===== config.mk =====
export PLATFORM = sky130hd
export DESIGN_NAME = splt_me_flat
export DESIGN_NICKNAME = d
export VERILOG_FILES = /design/src/rtl/splt_me_if.sv /design/src/rtl/splt_me.sv /design/src/flat_wrapper.sv
export SDC_FILE = /design/constraint.sdc
export NUM_CORES = 1
export LEC_CHECK = 0
export ABC_AREA = 1
export ABC_CLOCK_PERIOD_IN_PS = 4700
export BUFFER_PORTS_ARGS = -buffer_cell sky130_fd_sc_hd__buf_2
export CAP_MARGIN = 20
export CORE_AREA = 4 4 343 345
export CTS_CLUSTER_DIAMETER = 60
export CTS_CLUSTER_SIZE = 16
export DETAILED_ROUTE_END_ITERATION = 7
export DIE_AREA = 0 0 347 349
export PLACE_DENSITY = 0.3
export SLEW_MARGIN = 10
export SYNTH_ARGS = -nofsm -noshare
export SYNTH_HDL_FRONTEND = slang
export SYNTH_SLANG_ARGS = --single-unit

===== constraint.sdc =====
create_clock -name clk -period 4.7 [get_ports clk]
set_input_delay 0.47 -clock clk [delete_from_list [all_inputs] [get_ports clk]]
set_output_delay 0.47 -clock clk [all_outputs]
set_load 0.02 [all_outputs]

===== src/rtl/splt_me_if.sv =====
`default_nettype none
// ============================================================================
// Module      : splt_me_if
// Description : ICB bundle for the 1-to-N splitter. Carries the upstream
//               master-side command/response channels and the flattened
//               per-slave downstream command/response channels.
//               The 'slave' modport is the splitter's view; the 'master'
//               modport is the view of the environment driving it.
// Revision    : 1.0 - initial release
// ============================================================================
interface splt_me_if #(
    parameter int AW       = 32,
    parameter int DW       = 64,
    parameter int USR_W    = 1,
    parameter int SPLT_NUM = 4
) ();
    // upstream command channel
    logic                      i_icb_cmd_vld;
    logic                      i_icb_cmd_rdy;
    logic                      i_icb_cmd_read;
    logic [AW-1:0]             i_icb_cmd_addr;
    logic [DW-1:0]             i_icb_cmd_wdata;
    logic [DW/8-1:0]           i_icb_cmd_wmask;
    logic [USR_W-1:0]          i_icb_cmd_usr;
    // upstream response channel
    logic                      i_icb_rsp_vld;
    logic                      i_icb_rsp_rdy;
    logic                      i_icb_rsp_err;
    logic [DW-1:0]             i_icb_rsp_rdata;
    logic [USR_W-1:0]          i_icb_rsp_usr;
    // downstream command channels, slice i belongs to slave i
    logic [SPLT_NUM-1:0]       o_bus_icb_cmd_vld;
    logic [SPLT_NUM-1:0]       o_bus_icb_cmd_rdy;
    logic [SPLT_NUM-1:0]       o_bus_icb_cmd_read;
    logic [SPLT_NUM*AW-1:0]    o_bus_icb_cmd_addr;
    logic [SPLT_NUM*DW-1:0]    o_bus_icb_cmd_wdata;
    logic [SPLT_NUM*DW/8-1:0]  o_bus_icb_cmd_wmask;
    logic [SPLT_NUM*USR_W-1:0] o_bus_icb_cmd_usr;
    // downstream response channels
    logic [SPLT_NUM-1:0]       o_bus_icb_rsp_vld;
    logic [SPLT_NUM-1:0]       o_bus_icb_rsp_rdy;
    logic [SPLT_NUM-1:0]       o_bus_icb_rsp_err;
    logic [SPLT_NUM*DW-1:0]    o_bus_icb_rsp_rdata;
    logic [SPLT_NUM*USR_W-1:0] o_bus_icb_rsp_usr;

    modport slave (
        input  i_icb_cmd_vld, i_icb_cmd_read, i_icb_cmd_addr,
               i_icb_cmd_wdata, i_icb_cmd_wmask, i_icb_cmd_usr,
        output i_icb_cmd_rdy,
        output i_icb_rsp_vld, i_icb_rsp_err, i_icb_rsp_rdata, i_icb_rsp_usr,
        input  i_icb_rsp_rdy,
        output o_bus_icb_cmd_vld, o_bus_icb_cmd_read, o_bus_icb_cmd_addr,
               o_bus_icb_cmd_wdata, o_bus_icb_cmd_wmask, o_bus_icb_cmd_usr,
        input  o_bus_icb_cmd_rdy,
        input  o_bus_icb_rsp_vld, o_bus_icb_rsp_err, o_bus_icb_rsp_rdata,
               o_bus_icb_rsp_usr,
        output o_bus_icb_rsp_rdy
    );

    modport master (
        output i_icb_cmd_vld, i_icb_cmd_read, i_icb_cmd_addr,
               i_icb_cmd_wdata, i_icb_cmd_wmask, i_icb_cmd_usr,
        input  i_icb_cmd_rdy,
        input  i_icb_rsp_vld, i_icb_rsp_err, i_icb_rsp_rdata, i_icb_rsp_usr,
        output i_icb_rsp_rdy,
        input  o_bus_icb_cmd_vld, o_bus_icb_cmd_read, o_bus_icb_cmd_addr,
               o_bus_icb_cmd_wdata, o_bus_icb_cmd_wmask, o_bus_icb_cmd_usr,
        output o_bus_icb_cmd_rdy,
        output o_bus_icb_rsp_vld, o_bus_icb_rsp_err, o_bus_icb_rsp_rdata,
               o_bus_icb_rsp_usr,
        input  o_bus_icb_rsp_rdy
    );
endinterface
`default_nettype wire


===== src/rtl/splt_me.sv =====
`default_nettype none
// ============================================================================
// Module      : splt_me
// Description : 1-to-N ICB splitter. Each upstream command is routed to one
//               of SPLT_NUM slaves by base/mask address decode (lowest
//               matching index wins). The target of every accepted command
//               is queued in an in-order tracking FIFO; responses are only
//               taken from the slave at the FIFO head, so the master always
//               sees responses in command order.
//               Optional macro SPLT_ERR_RSP_EN: adds an internal error slot
//               that accepts unmatched commands and answers them with
//               err=1, rdata=0 and the command's usr. Without it, unmatched
//               addresses go to the last port (default slave).
// Revision    : 1.0 - initial release
// ============================================================================
module splt_me #(
    parameter int                     AW        = 32,
    parameter int                     DW        = 64,
    parameter int                     USR_W     = 1,
    parameter int                     SPLT_NUM  = 4,
    parameter int                     FIFO_DP   = 2,
    parameter logic [SPLT_NUM*AW-1:0] SPLT_BASE = {32'h8000_0000, 32'h1000_0000,
                                                   32'h0200_0000, 32'h0000_0000},
    parameter logic [SPLT_NUM*AW-1:0] SPLT_MASK = {4{32'hF000_0000}}
) (
    input  wire logic  clk,
    input  wire logic  rst,
    splt_me_if.slave   bus
);

`ifdef SPLT_ERR_RSP_EN
    // one extra select bit for the internal error responder
    localparam int c_SEL_W = SPLT_NUM + 1;
`else
    localparam int c_SEL_W = SPLT_NUM;
`endif
    localparam int                 c_PTR_W    = (FIFO_DP > 1) ? $clog2(FIFO_DP) : 1;
    localparam int                 c_CNT_W    = $clog2(FIFO_DP + 1);
    localparam logic [c_PTR_W-1:0] c_PTR_LAST = c_PTR_W'(FIFO_DP - 1);
    localparam logic [c_CNT_W-1:0] c_CNT_FULL = c_CNT_W'(FIFO_DP);

    // ------------------------------------------------------------------
    // Address decode
    // ------------------------------------------------------------------
    logic [SPLT_NUM-1:0] w_hit;
    logic [c_SEL_W-1:0]  w_sel;
    logic                w_found;
    logic                w_sel_err;

    generate
        for (genvar gi = 0; gi < SPLT_NUM; gi++) begin : g_hit
            assign w_hit[gi] = ((bus.i_icb_cmd_addr & SPLT_MASK[gi*AW +: AW]) ==
                                (SPLT_BASE[gi*AW +: AW] & SPLT_MASK[gi*AW +: AW]));
        end
    endgenerate

    // lowest matching port wins; a miss lands in the top select bit
    // (error slot when enabled, otherwise the last port acts as default)
    always_comb begin
        w_sel   = '0;
        w_found = 1'b0;
        for (int i = 0; i < SPLT_NUM; i++) begin
            if (!w_found && w_hit[i]) begin
                w_sel[i] = 1'b1;
                w_found  = 1'b1;
            end
        end
        if (!w_found) begin
            w_sel[c_SEL_W-1] = 1'b1;
        end
    end

`ifdef SPLT_ERR_RSP_EN
    assign w_sel_err = w_sel[SPLT_NUM];
`else
    assign w_sel_err = 1'b0;
`endif

    // ------------------------------------------------------------------
    // Tracking FIFO state
    // ------------------------------------------------------------------
    logic [c_SEL_W-1:0] r_fifo_sel_q [FIFO_DP];
    logic [c_SEL_W-1:0] w_fifo_sel_d [FIFO_DP];
`ifdef SPLT_ERR_RSP_EN
    // usr of error-slot commands, echoed back in the error response
    logic [USR_W-1:0]   r_fifo_usr_q [FIFO_DP];
    logic [USR_W-1:0]   w_fifo_usr_d [FIFO_DP];
`endif
    logic [c_PTR_W-1:0] r_wptr_q, w_wptr_d;
    logic [c_PTR_W-1:0] r_rptr_q, w_rptr_d;
    logic [c_CNT_W-1:0] r_cnt_q,  w_cnt_d;

    logic               w_unfull;
    logic               w_unempty;
    logic               w_push;
    logic               w_pop;
    logic [c_SEL_W-1:0] w_head;
    logic               w_head_err;

    assign w_unfull  = (r_cnt_q != c_CNT_FULL);
    assign w_unempty = (r_cnt_q != '0);
    assign w_head    = r_fifo_sel_q[r_rptr_q];

`ifdef SPLT_ERR_RSP_EN
    assign w_head_err = w_head[SPLT_NUM];
`else
    assign w_head_err = 1'b0;
`endif

    // ------------------------------------------------------------------
    // Command path: broadcast payload, qualify valid by decode and space
    // ------------------------------------------------------------------
    assign bus.o_bus_icb_cmd_vld   = {SPLT_NUM{bus.i_icb_cmd_vld & w_unfull}} &
                                     w_sel[SPLT_NUM-1:0];
    assign bus.i_icb_cmd_rdy       = w_unfull &
                                     ((|(w_sel[SPLT_NUM-1:0] & bus.o_bus_icb_cmd_rdy)) |
                                      w_sel_err);
    assign bus.o_bus_icb_cmd_read  = {SPLT_NUM{bus.i_icb_cmd_read}};
    assign bus.o_bus_icb_cmd_addr  = {SPLT_NUM{bus.i_icb_cmd_addr}};
    assign bus.o_bus_icb_cmd_wdata = {SPLT_NUM{bus.i_icb_cmd_wdata}};
    assign bus.o_bus_icb_cmd_wmask = {SPLT_NUM{bus.i_icb_cmd_wmask}};
    assign bus.o_bus_icb_cmd_usr   = {SPLT_NUM{bus.i_icb_cmd_usr}};

    assign w_push = bus.i_icb_cmd_vld & bus.i_icb_cmd_rdy;

    // ------------------------------------------------------------------
    // Response path: only the head slave is allowed to hand over
    // ------------------------------------------------------------------
    assign bus.o_bus_icb_rsp_rdy = {SPLT_NUM{bus.i_icb_rsp_rdy & w_unempty}} &
                                   w_head[SPLT_NUM-1:0];
    assign bus.i_icb_rsp_vld     = w_unempty &
                                   ((|(w_head[SPLT_NUM-1:0] & bus.o_bus_icb_rsp_vld)) |
                                    w_head_err);

    assign w_pop = bus.i_icb_rsp_vld & bus.i_icb_rsp_rdy;

    // one-hot OR mux of the head slave's response payload
    always_comb begin
        bus.i_icb_rsp_err   = 1'b0;
        bus.i_icb_rsp_rdata = '0;
        bus.i_icb_rsp_usr   = '0;
        for (int i = 0; i < SPLT_NUM; i++) begin
            if (w_head[i]) begin
                bus.i_icb_rsp_err   = bus.i_icb_rsp_err   | bus.o_bus_icb_rsp_err[i];
                bus.i_icb_rsp_rdata = bus.i_icb_rsp_rdata | bus.o_bus_icb_rsp_rdata[i*DW +: DW];
                bus.i_icb_rsp_usr   = bus.i_icb_rsp_usr   | bus.o_bus_icb_rsp_usr[i*USR_W +: USR_W];
            end
        end
`ifdef SPLT_ERR_RSP_EN
        if (w_head_err) begin
            bus.i_icb_rsp_err = 1'b1;
            bus.i_icb_rsp_usr = r_fifo_usr_q[r_rptr_q];
        end
`endif
    end

    // ------------------------------------------------------------------
    // FIFO next-state: write at wptr on push, advance rptr on pop,
    // occupancy unchanged when both happen together
    // ------------------------------------------------------------------
    always_comb begin
        w_fifo_sel_d = r_fifo_sel_q;
`ifdef SPLT_ERR_RSP_EN
        w_fifo_usr_d = r_fifo_usr_q;
`endif
        w_wptr_d     = r_wptr_q;
        w_rptr_d     = r_rptr_q;
        w_cnt_d      = r_cnt_q;
        if (w_push) begin
            w_fifo_sel_d[r_wptr_q] = w_sel;
`ifdef SPLT_ERR_RSP_EN
            w_fifo_usr_d[r_wptr_q] = bus.i_icb_cmd_usr;
`endif
            w_wptr_d = (r_wptr_q == c_PTR_LAST) ? '0 : r_wptr_q + 1'b1;
        end
        if (w_pop) begin
            w_rptr_d = (r_rptr_q == c_PTR_LAST) ? '0 : r_rptr_q + 1'b1;
        end
        case ({w_push, w_pop})
            2'b10:   w_cnt_d = r_cnt_q + 1'b1;
            2'b01:   w_cnt_d = r_cnt_q - 1'b1;
            default: w_cnt_d = r_cnt_q;
        endcase
    end

    // FIFO registers; reset drops every outstanding entry
    always_ff @(posedge clk) begin
        if (rst) begin
            r_wptr_q <= '0;
            r_rptr_q <= '0;
            r_cnt_q  <= '0;
            for (int i = 0; i < FIFO_DP; i++) begin
                r_fifo_sel_q[i] <= '0;
`ifdef SPLT_ERR_RSP_EN
                r_fifo_usr_q[i] <= '0;
`endif
            end
        end else begin
            r_wptr_q     <= w_wptr_d;
            r_rptr_q     <= w_rptr_d;
            r_cnt_q      <= w_cnt_d;
            r_fifo_sel_q <= w_fifo_sel_d;
`ifdef SPLT_ERR_RSP_EN
            r_fifo_usr_q <= w_fifo_usr_d;
`endif
        end
    end

endmodule
`default_nettype wire


===== src/flat_wrapper.sv =====
// flat-port wrapper written by rule: the top's interface ports become plain ports
module splt_me_flat 
#(
    parameter int                     AW        = 32,
    parameter int                     DW        = 64,
    parameter int                     USR_W     = 1,
    parameter int                     SPLT_NUM  = 4,
    parameter int                     FIFO_DP   = 2,
    parameter logic [SPLT_NUM*AW-1:0] SPLT_BASE = {32'h8000_0000, 32'h1000_0000,
                                                   32'h0200_0000, 32'h0000_0000},
    parameter logic [SPLT_NUM*AW-1:0] SPLT_MASK = {4{32'hF000_0000}}
)
  (clk, rst, bus_i_icb_cmd_vld, bus_i_icb_cmd_read, bus_i_icb_cmd_addr, bus_i_icb_cmd_wdata, bus_i_icb_cmd_wmask, bus_i_icb_cmd_usr, bus_i_icb_cmd_rdy, bus_i_icb_rsp_vld, bus_i_icb_rsp_err, bus_i_icb_rsp_rdata, bus_i_icb_rsp_usr, bus_i_icb_rsp_rdy, bus_o_bus_icb_cmd_vld, bus_o_bus_icb_cmd_read, bus_o_bus_icb_cmd_addr, bus_o_bus_icb_cmd_wdata, bus_o_bus_icb_cmd_wmask, bus_o_bus_icb_cmd_usr, bus_o_bus_icb_cmd_rdy, bus_o_bus_icb_rsp_vld, bus_o_bus_icb_rsp_err, bus_o_bus_icb_rsp_rdata, bus_o_bus_icb_rsp_usr, bus_o_bus_icb_rsp_rdy);
  splt_me_if #(.AW(AW), .DW(DW), .USR_W(USR_W), .SPLT_NUM(SPLT_NUM)) bus_i ();
  input  wire logic clk;
  input  wire logic rst;
  input wire logic [$bits(bus_i.i_icb_cmd_vld)-1:0] bus_i_icb_cmd_vld;
  input wire logic [$bits(bus_i.i_icb_cmd_read)-1:0] bus_i_icb_cmd_read;
  input wire logic [$bits(bus_i.i_icb_cmd_addr)-1:0] bus_i_icb_cmd_addr;
  input wire logic [$bits(bus_i.i_icb_cmd_wdata)-1:0] bus_i_icb_cmd_wdata;
  input wire logic [$bits(bus_i.i_icb_cmd_wmask)-1:0] bus_i_icb_cmd_wmask;
  input wire logic [$bits(bus_i.i_icb_cmd_usr)-1:0] bus_i_icb_cmd_usr;
  output wire logic [$bits(bus_i.i_icb_cmd_rdy)-1:0] bus_i_icb_cmd_rdy;
  output wire logic [$bits(bus_i.i_icb_rsp_vld)-1:0] bus_i_icb_rsp_vld;
  output wire logic [$bits(bus_i.i_icb_rsp_err)-1:0] bus_i_icb_rsp_err;
  output wire logic [$bits(bus_i.i_icb_rsp_rdata)-1:0] bus_i_icb_rsp_rdata;
  output wire logic [$bits(bus_i.i_icb_rsp_usr)-1:0] bus_i_icb_rsp_usr;
  input wire logic [$bits(bus_i.i_icb_rsp_rdy)-1:0] bus_i_icb_rsp_rdy;
  output wire logic [$bits(bus_i.o_bus_icb_cmd_vld)-1:0] bus_o_bus_icb_cmd_vld;
  output wire logic [$bits(bus_i.o_bus_icb_cmd_read)-1:0] bus_o_bus_icb_cmd_read;
  output wire logic [$bits(bus_i.o_bus_icb_cmd_addr)-1:0] bus_o_bus_icb_cmd_addr;
  output wire logic [$bits(bus_i.o_bus_icb_cmd_wdata)-1:0] bus_o_bus_icb_cmd_wdata;
  output wire logic [$bits(bus_i.o_bus_icb_cmd_wmask)-1:0] bus_o_bus_icb_cmd_wmask;
  output wire logic [$bits(bus_i.o_bus_icb_cmd_usr)-1:0] bus_o_bus_icb_cmd_usr;
  input wire logic [$bits(bus_i.o_bus_icb_cmd_rdy)-1:0] bus_o_bus_icb_cmd_rdy;
  input wire logic [$bits(bus_i.o_bus_icb_rsp_vld)-1:0] bus_o_bus_icb_rsp_vld;
  input wire logic [$bits(bus_i.o_bus_icb_rsp_err)-1:0] bus_o_bus_icb_rsp_err;
  input wire logic [$bits(bus_i.o_bus_icb_rsp_rdata)-1:0] bus_o_bus_icb_rsp_rdata;
  input wire logic [$bits(bus_i.o_bus_icb_rsp_usr)-1:0] bus_o_bus_icb_rsp_usr;
  output wire logic [$bits(bus_i.o_bus_icb_rsp_rdy)-1:0] bus_o_bus_icb_rsp_rdy;
  assign bus_i.i_icb_cmd_vld = bus_i_icb_cmd_vld;
  assign bus_i.i_icb_cmd_read = bus_i_icb_cmd_read;
  assign bus_i.i_icb_cmd_addr = bus_i_icb_cmd_addr;
  assign bus_i.i_icb_cmd_wdata = bus_i_icb_cmd_wdata;
  assign bus_i.i_icb_cmd_wmask = bus_i_icb_cmd_wmask;
  assign bus_i.i_icb_cmd_usr = bus_i_icb_cmd_usr;
  assign bus_i_icb_cmd_rdy = bus_i.i_icb_cmd_rdy;
  assign bus_i_icb_rsp_vld = bus_i.i_icb_rsp_vld;
  assign bus_i_icb_rsp_err = bus_i.i_icb_rsp_err;
  assign bus_i_icb_rsp_rdata = bus_i.i_icb_rsp_rdata;
  assign bus_i_icb_rsp_usr = bus_i.i_icb_rsp_usr;
  assign bus_i.i_icb_rsp_rdy = bus_i_icb_rsp_rdy;
  assign bus_o_bus_icb_cmd_vld = bus_i.o_bus_icb_cmd_vld;
  assign bus_o_bus_icb_cmd_read = bus_i.o_bus_icb_cmd_read;
  assign bus_o_bus_icb_cmd_addr = bus_i.o_bus_icb_cmd_addr;
  assign bus_o_bus_icb_cmd_wdata = bus_i.o_bus_icb_cmd_wdata;
  assign bus_o_bus_icb_cmd_wmask = bus_i.o_bus_icb_cmd_wmask;
  assign bus_o_bus_icb_cmd_usr = bus_i.o_bus_icb_cmd_usr;
  assign bus_i.o_bus_icb_cmd_rdy = bus_o_bus_icb_cmd_rdy;
  assign bus_i.o_bus_icb_rsp_vld = bus_o_bus_icb_rsp_vld;
  assign bus_i.o_bus_icb_rsp_err = bus_o_bus_icb_rsp_err;
  assign bus_i.o_bus_icb_rsp_rdata = bus_o_bus_icb_rsp_rdata;
  assign bus_i.o_bus_icb_rsp_usr = bus_o_bus_icb_rsp_usr;
  assign bus_o_bus_icb_rsp_rdy = bus_i.o_bus_icb_rsp_rdy;
  splt_me #(.AW(AW), .DW(DW), .USR_W(USR_W), .SPLT_NUM(SPLT_NUM), .FIFO_DP(FIFO_DP), .SPLT_BASE(SPLT_BASE), .SPLT_MASK(SPLT_MASK)) u_core (.clk(clk), .rst(rst), .bus(bus_i));
endmodule

==> flow_summary.toml, run 1 <==
[status]
outcome = "finished, final reports clean"

[clocking]
ctsHoldBuffers = 0
numCtsBuffers = 3
cts.sinks = 10
cts-root-buf = "clkbuf_16"
post_cts_buffers = 0
clkTransAtPathRegs_ns = 0.04
insertion_delay_ns = 0.23
ctsLongestPathBuffers = 2
cts_resized = 0
tritoncts = "yes"
h-tree-depth = 1

[worst_setup_path]
path_max_fanout = 49
path_buf_inv = 4
r2r-start = "u_core.r_rptr_q$_SDFFE_PP0P_"
worstSetupPathType = "register to output port"
required_ns = 4.23
cp_cell_sequence = "inv_2, nand2_1, nand2_1, inv_4, buf_4, nand2_1, nand3_1, buf_2"
r2r_slack_ns = 2.14
arrival_ns = 2.60
cp_top_family = "buffers and inverters"
worstRegToRegCells = 11
cpMaxStageDelayCell = "inv_4"
critPathMaxStageDelay_ns = 0.55
cp_common_cell = "nand2_1"
start_kind = "register"
crit_path_end_kind = "output port"
reg2reg_to = "u_core.r_cnt_q[1]$_SDFFE_PP0P_"

[synthesis]
yosys-top-cells-area = "buf_4 (60%), nand3_1 (19%), nand2_1 (6.6%), dfxtp_1 (3.8%), buf_2 (1.7%)"
yosys.area_share.simple = 0.288
syn_area_per_cell_um2 = 6.35
synth_top_family_by_area = "buffers and inverters"
yosys_most_used_dff = "dfxtp_1"
ys_seq_area_frac = 0.0377
muxShareOfSynthArea = 0
synth_adder_area_share = 0.00236
synth_top_cell_by_area = "buf_4"
synth_xor_area_frac = 0
syn_inst = 836
synthArstFlopShare = 0
synth-seq-cells = 10
synth_edf_count = 0
synth_compound_area_frac = 0.0130
synth_area_um2 = 5310
synth_warnings = 0
synth_cell_type_count = 22
synth_top_area_frac = 0.603

[global_route]
grt_pass1_wl_um = 51500
grt_pass1_vias = 4620
track_usage = 0.0653
antenna_found_initial = 74
grt_max_degree = 52
gr-total-overflow = 0

[cells_and_area]
final_cell_mix = "buf_2 (301), nand3_1 (206), nand2_1 (91)"
nNetsFinal = 1070
fin_util = 0.0479
drive_gt1_frac = 0.467
area_delta_synth_final_pct = 2.99
n_fill_cell = 13787
final_common_cell = "buf_2"

[sta]
slew_headroom = 0.401
hold-worst-slack_ns = 0.401
report.final.slew_viol_count = 0
period_minus_slack_ns = 3.07
final.setup.tns_ns = 0
fin_skew_ns = 0.00129
clock.fmax_ghz = 0.326
setup_viol = 0
period_share = 0.654
hold_violations = 0
grt_setup_unrepaired = "no"
tightest_slew_ns = 0.899

[drt]
via_count = 4831
wire_per_inst_um = 19.2
drtIter0Drc = 280
antenna_left = 0
finalWirelength_um = 42400
drc = 0
first_pass_iters = 4
avgViaCountPerCell = 2.19

[pwr]
p_switching_uw = 540
p_comb_frac = 0.743
power.density_nw_per_um2 = 174
p_int_uw = 414
p_sw_frac = 0.566
ir_drop_v = 0.000117
power.share.clock = 0.156
seqPwrFrac = 0.101
p_leak_uw = 0.00220

[min_path]
min_path_type = "input port to register"
whs_path_depth = 2
hold_path_end = "u_core.r_wptr_q$_SDFFE_PP0N_"
hp-start = "rst"

[floorplanning]
io_pins = 882
core-area_um2 = 114000
rows = 124
die_area_um2 = 121000
die_y_um = 349
initial_core_util = 0.0465
dieWidth_um = 347

[place]
place_congestion = 0.695
port_buffers = 301
dpl.hpwl_um = 36900

[job]
drv_cap = 0
logic make-up (layout without fill, tap and decap cells):
group	after synthesis	count (layout)
adders and majority gates	1	1
AOI/OAI and AO/OA	11	11
buffers and inverters	487	335
and+or+nand+nor	326	326
other	1	9
DFF	10	10
state kept, by name, indices dropped and copies added (netlist names):
| signal | count |
|---|---|
| u_core.r_cnt_q | 2 |
| u_core.r_rptr_q | 1 |
| u_core.r_wptr_q | 1 |
| u_core.r_fifo_sel_q | 6 |
stage by stage:
stage                     cell area [um^2]  cells  setup slack (ns)  power (uW)
after floorplan                       5320    837              2.97         978
after CTS                             5450   2197              1.48         989
after global routing                  5460   2198              1.36        1040
final                                 5470   2204              1.63         954
after global placement                5380   2194              1.71         836
after detailed placement              5380   2194              1.74         836
per-layer routing:
layer	wire length [um]	vias to the layer above	part of all wire	GRT usage
met5	230	-	0.0054	0.00353
met4	2380	28	0.056	0.0255
met3	8870	238	0.21	0.0539
met2	16400	600	0.39	0.0929
met1	14500	2001	0.34	0.0705
li1	-	1964	-	-
synth_stat cells (2+ instances only):
master and number:
nand3_1 206, buf_2 18, inv_2 3, nand2_2 2
a21oi_1 4, nor2_1 16, buf_4 427, nand4_1 6
buf_6 6, inv_1 22, dfxtp_1 10, o21ai_0 6
nand2_1 93, clkbuf_1 9
worst reg2reg max path: stages (launching register included):
cell     delay, ns
dfxtp_1       0.54
inv_2         0.13
nand2_4       0.62
nand3_1       0.21
nand3_1       0.16
nand2_1       0.08
inv_2         0.06
ha_1          0.24
a21oi_1       0.11
o21ai_0       0.11
o21ai_0       0.15
a21oi_1       0.05
area by class of cell:
type | instances | area [um^2] | area share
Tap cell | 1512 | 1890 | 0.346
Multi-Input combinational cell | 340 | 1640 | 0.300
Timing Repair Buffer | 306 | 1540 | 0.282
Sequential cell | 10 | 200 | 0.0366
Inverter | 26 | 100 | 0.0183
Clock buffer | 3 | 75.1 | 0.0137
Antenna cell | 7 | 17.5 | 0.00320
power groups by stage:
stage | combinational [uW] | clock [uW] | sequential (uW)
2_1_floorplan | 882 | 0 | 95.9
3_3_place_gp | 739 | 0 | 97.5
3_5_place_dp | 738 | 0 | 97.6
4_1_cts | 740 | 153 | 96.2
5_1_grt | 789 | 157 | 96.9
6_report | 709 | 149 | 96.0
worst max path at each step:
stage	to	startpoint	depth (start not counted)
after CTS	bus_i_icb_rsp_rdata[19]	u_core.r_rptr_q$_SDFFE_PP0P_	8
after global routing	bus_i_icb_rsp_rdata[15]	u_core.r_rptr_q$_SDFFE_PP0P_	8
after floorplan	u_core.r_cnt_q[1]$_SDFFE_PP0P_	bus_i_icb_cmd_addr[29]	9
after global placement	bus_i_icb_rsp_rdata[17]	u_core.r_rptr_q$_SDFFE_PP0P_	8
final	bus_i_icb_rsp_rdata[19]	u_core.r_rptr_q$_SDFFE_PP0P_	8
after detailed placement	bus_i_icb_rsp_rdata[19]	u_core.r_rptr_q$_SDFFE_PP0P_	8
Power figures use the tool's default switching activity.
==> run 2, diff against run 1 <==
Settings changed: ABC_CLOCK_PERIOD_IN_PS 4700 to 3100, CORE_AREA 4 4 343 345 to 4 4 344 346, DIE_AREA 0 0 347 349 to 0 0 348 350.
Clock period 4.7 ns to 3.1 ns, I/O delays scaled along.
==> run 2 against run 1 <==
  * Non-clock buffer count increased by 9
  * Global-route usage decreased by 0.79 points
  * Clock power increased by 50%
  * Highest routed layer unchanged
  * Via count decreased by 4.2%
  * Flip-flop and latch count unchanged
  * Utilization increased by 0.078 points
  * Critical path type unchanged
==> flow_summary.toml, run 2 (synthesized netlist as in run 1, its figures left out) <==
[cells_and_area]
top_regs = "u_core.r_fifo_sel_q (6), u_core.r_cnt_q (2)"
largest_register = "u_core.r_fifo_sel_q"
n_fill_cell = 13910
fin_util = 0.0487
nNetsFinal = 1079
final_cell_mix = "buf_2 (301), nand3_1 (206), nand2_1 (91)"
area_delta_synth_final_pct = 5.79
final_common_cell = "buf_2"
largest_reg_flops = 6
drive_gt1_frac = 0.474
fin_cells = 2227

[clocking]
tritoncts = "yes"
post_cts_buffers = 0
numCtsBuffers = 3
cts_resized = 0
h-tree-depth = 1
cts-root-buf = "clkbuf_16"
ctsLongestPathBuffers = 2
insertion_delay_ns = 0.23
ctsHoldBuffers = 0
clkTransAtPathRegs_ns = 0.04
cts.sinks = 10

[global_route]
grt_pass1_vias = 4781
antenna_found_initial = 58
track_usage = 0.0574
grt_max_degree = 35
grt_pass1_wl_um = 46400
gr-total-overflow = 0

[floorplanning]
initial_core_util = 0.0460
dieWidth_um = 348
die_y_um = 350
rows = 125
io_pins = 882
die_area_um2 = 122000
core-area_um2 = 115000

[drt]
via_count = 4629
avgViaCountPerCell = 2.08
antenna_left = 0
finalWirelength_um = 37400
first_pass_iters = 4
drc = 0
wire_per_inst_um = 16.8
drtIter0Drc = 205

[min_path]
min_path_type = "input port to register"
hold_path_end = "u_core.r_wptr_q$_SDFFE_PP0N_"
whs_path_depth = 2
hp-start = "rst"

[pwr]
p_switching_uw = 834
power.density_nw_per_um2 = 265
seqPwrFrac = 0.098
p_sw_frac = 0.560
p_leak_uw = 0.00227
p_comb_frac = 0.751
p_int_uw = 654
power.share.clock = 0.151
ir_drop_v = 0.000137

[worst_setup_path]
worstRegToRegCells = 11
critPathMaxStageDelay_ns = 0.48
required_ns = 2.79
path_buf_inv = 4
cpMaxStageDelayCell = "clkinv_2"
arrival_ns = 2.36
reg2reg_to = "u_core.r_cnt_q[1]$_SDFFE_PP0P_"
start_kind = "register"
path_max_fanout = 28
worstSetupPathType = "register to output port"
cp_cell_sequence = "inv_2, nand2_1, nand2_1, clkinv_2, buf_4, nand2_1, nand3_1, buf_2"
r2r-start = "u_core.r_rptr_q$_SDFFE_PP0P_"
crit_path_end_kind = "output port"
r2r_slack_ns = 0.86
cp_top_family = "buffers and inverters"
cp_common_cell = "nand2_1"

[sta]
period_minus_slack_ns = 2.67
fin_skew_ns = 0.000655
hold_violations = 0
setup_viol = 0
post-route-worst-setup-slack_ns = 0.434
tightest_slew_ns = 0.625
period_share = 0.860
clock.fmax_ghz = 0.375
hold-worst-slack_ns = 0.257
slew_headroom = 0.584
grt_setup_unrepaired = "no"
report.final.slew_viol_count = 0
final.setup.tns_ns = 0

[place]
place_congestion = 0.732
port_buffers = 301
dpl.hpwl_um = 33800
dp_cells = 2215
pre_cts_ws_ns = 0.539

[job]
drv_cap = 0

[status]
outcome = "finished, final reports clean"
-- run 2: cell types whose count changed in the layout (fill, tap and decap cells not counted), sizes merged --
cell    before  now
buf        306  315
clkinv       1    2
diode        7    9
inv         25   24
-- run 2: power groups by stage --
stage               clock network [uW]  registers [uW]  logic (uW)
finish                             224             145        1120
global route                       239             147        1240
CTS                                229             146        1170
detailed placement                   0             148        1170
global placement                     0             148        1170
floorplan                            0             145        1340
-- run 2: metal layers --
metal  track usage  routed length (um)  vias up
li1              -                   -     1982
met1        0.0582               12400     1885
met2        0.0905               15800      502
met3        0.0431                7190      236
met4        0.0209                1900       24
met5             0                 180        -
-- run 2: layout make-up --
cell class	count	area (um^2)	share of cell area
Antenna cell	9	22.5	0.00401
Sequential cell	10	200	0.0356
Tap cell	1524	1910	0.339
Multi-Input combinational cell	340	1640	0.292
Timing Repair Buffer	315	1670	0.298
Clock buffer	3	75.1	0.0134
Inverter	26	98.8	0.0176
-- run 2: how the worst max path moves through the flow --
stage / start / endpoint / slack (ns) / cells after the start
2_1_floorplan: u_core.r_cnt_q[1]$_SDFFE_PP0P_ / u_core.r_cnt_q[1]$_SDFFE_PP0P_ / 1.45 / 9
3_3_place_gp: u_core.r_rptr_q$_SDFFE_PP0P_ / bus_i_icb_rsp_rdata[60] / 0.57 / 7
3_5_place_dp: u_core.r_rptr_q$_SDFFE_PP0P_ / bus_i_icb_rsp_rdata[60] / 0.54 / 8
4_1_cts: u_core.r_rptr_q$_SDFFE_PP0P_ / bus_i_icb_rsp_rdata[60] / 0.29 / 8
5_1_grt: u_core.r_rptr_q$_SDFFE_PP0P_ / bus_i_icb_rsp_rdata[60] / 0.15 / 7
6_report: u_core.r_rptr_q$_SDFFE_PP0P_ / bus_i_icb_rsp_rdata[60] / 0.43 / 8
-- run 2: stage by stage --
step / total power (uW) / cell area (um^2)
after floorplan: 1480 / 5320
after detailed placement: 1310 / 5520
after CTS: 1540 / 5600
final: 1490 / 5620
after global placement: 1320 / 5520
after global routing: 1630 / 5600
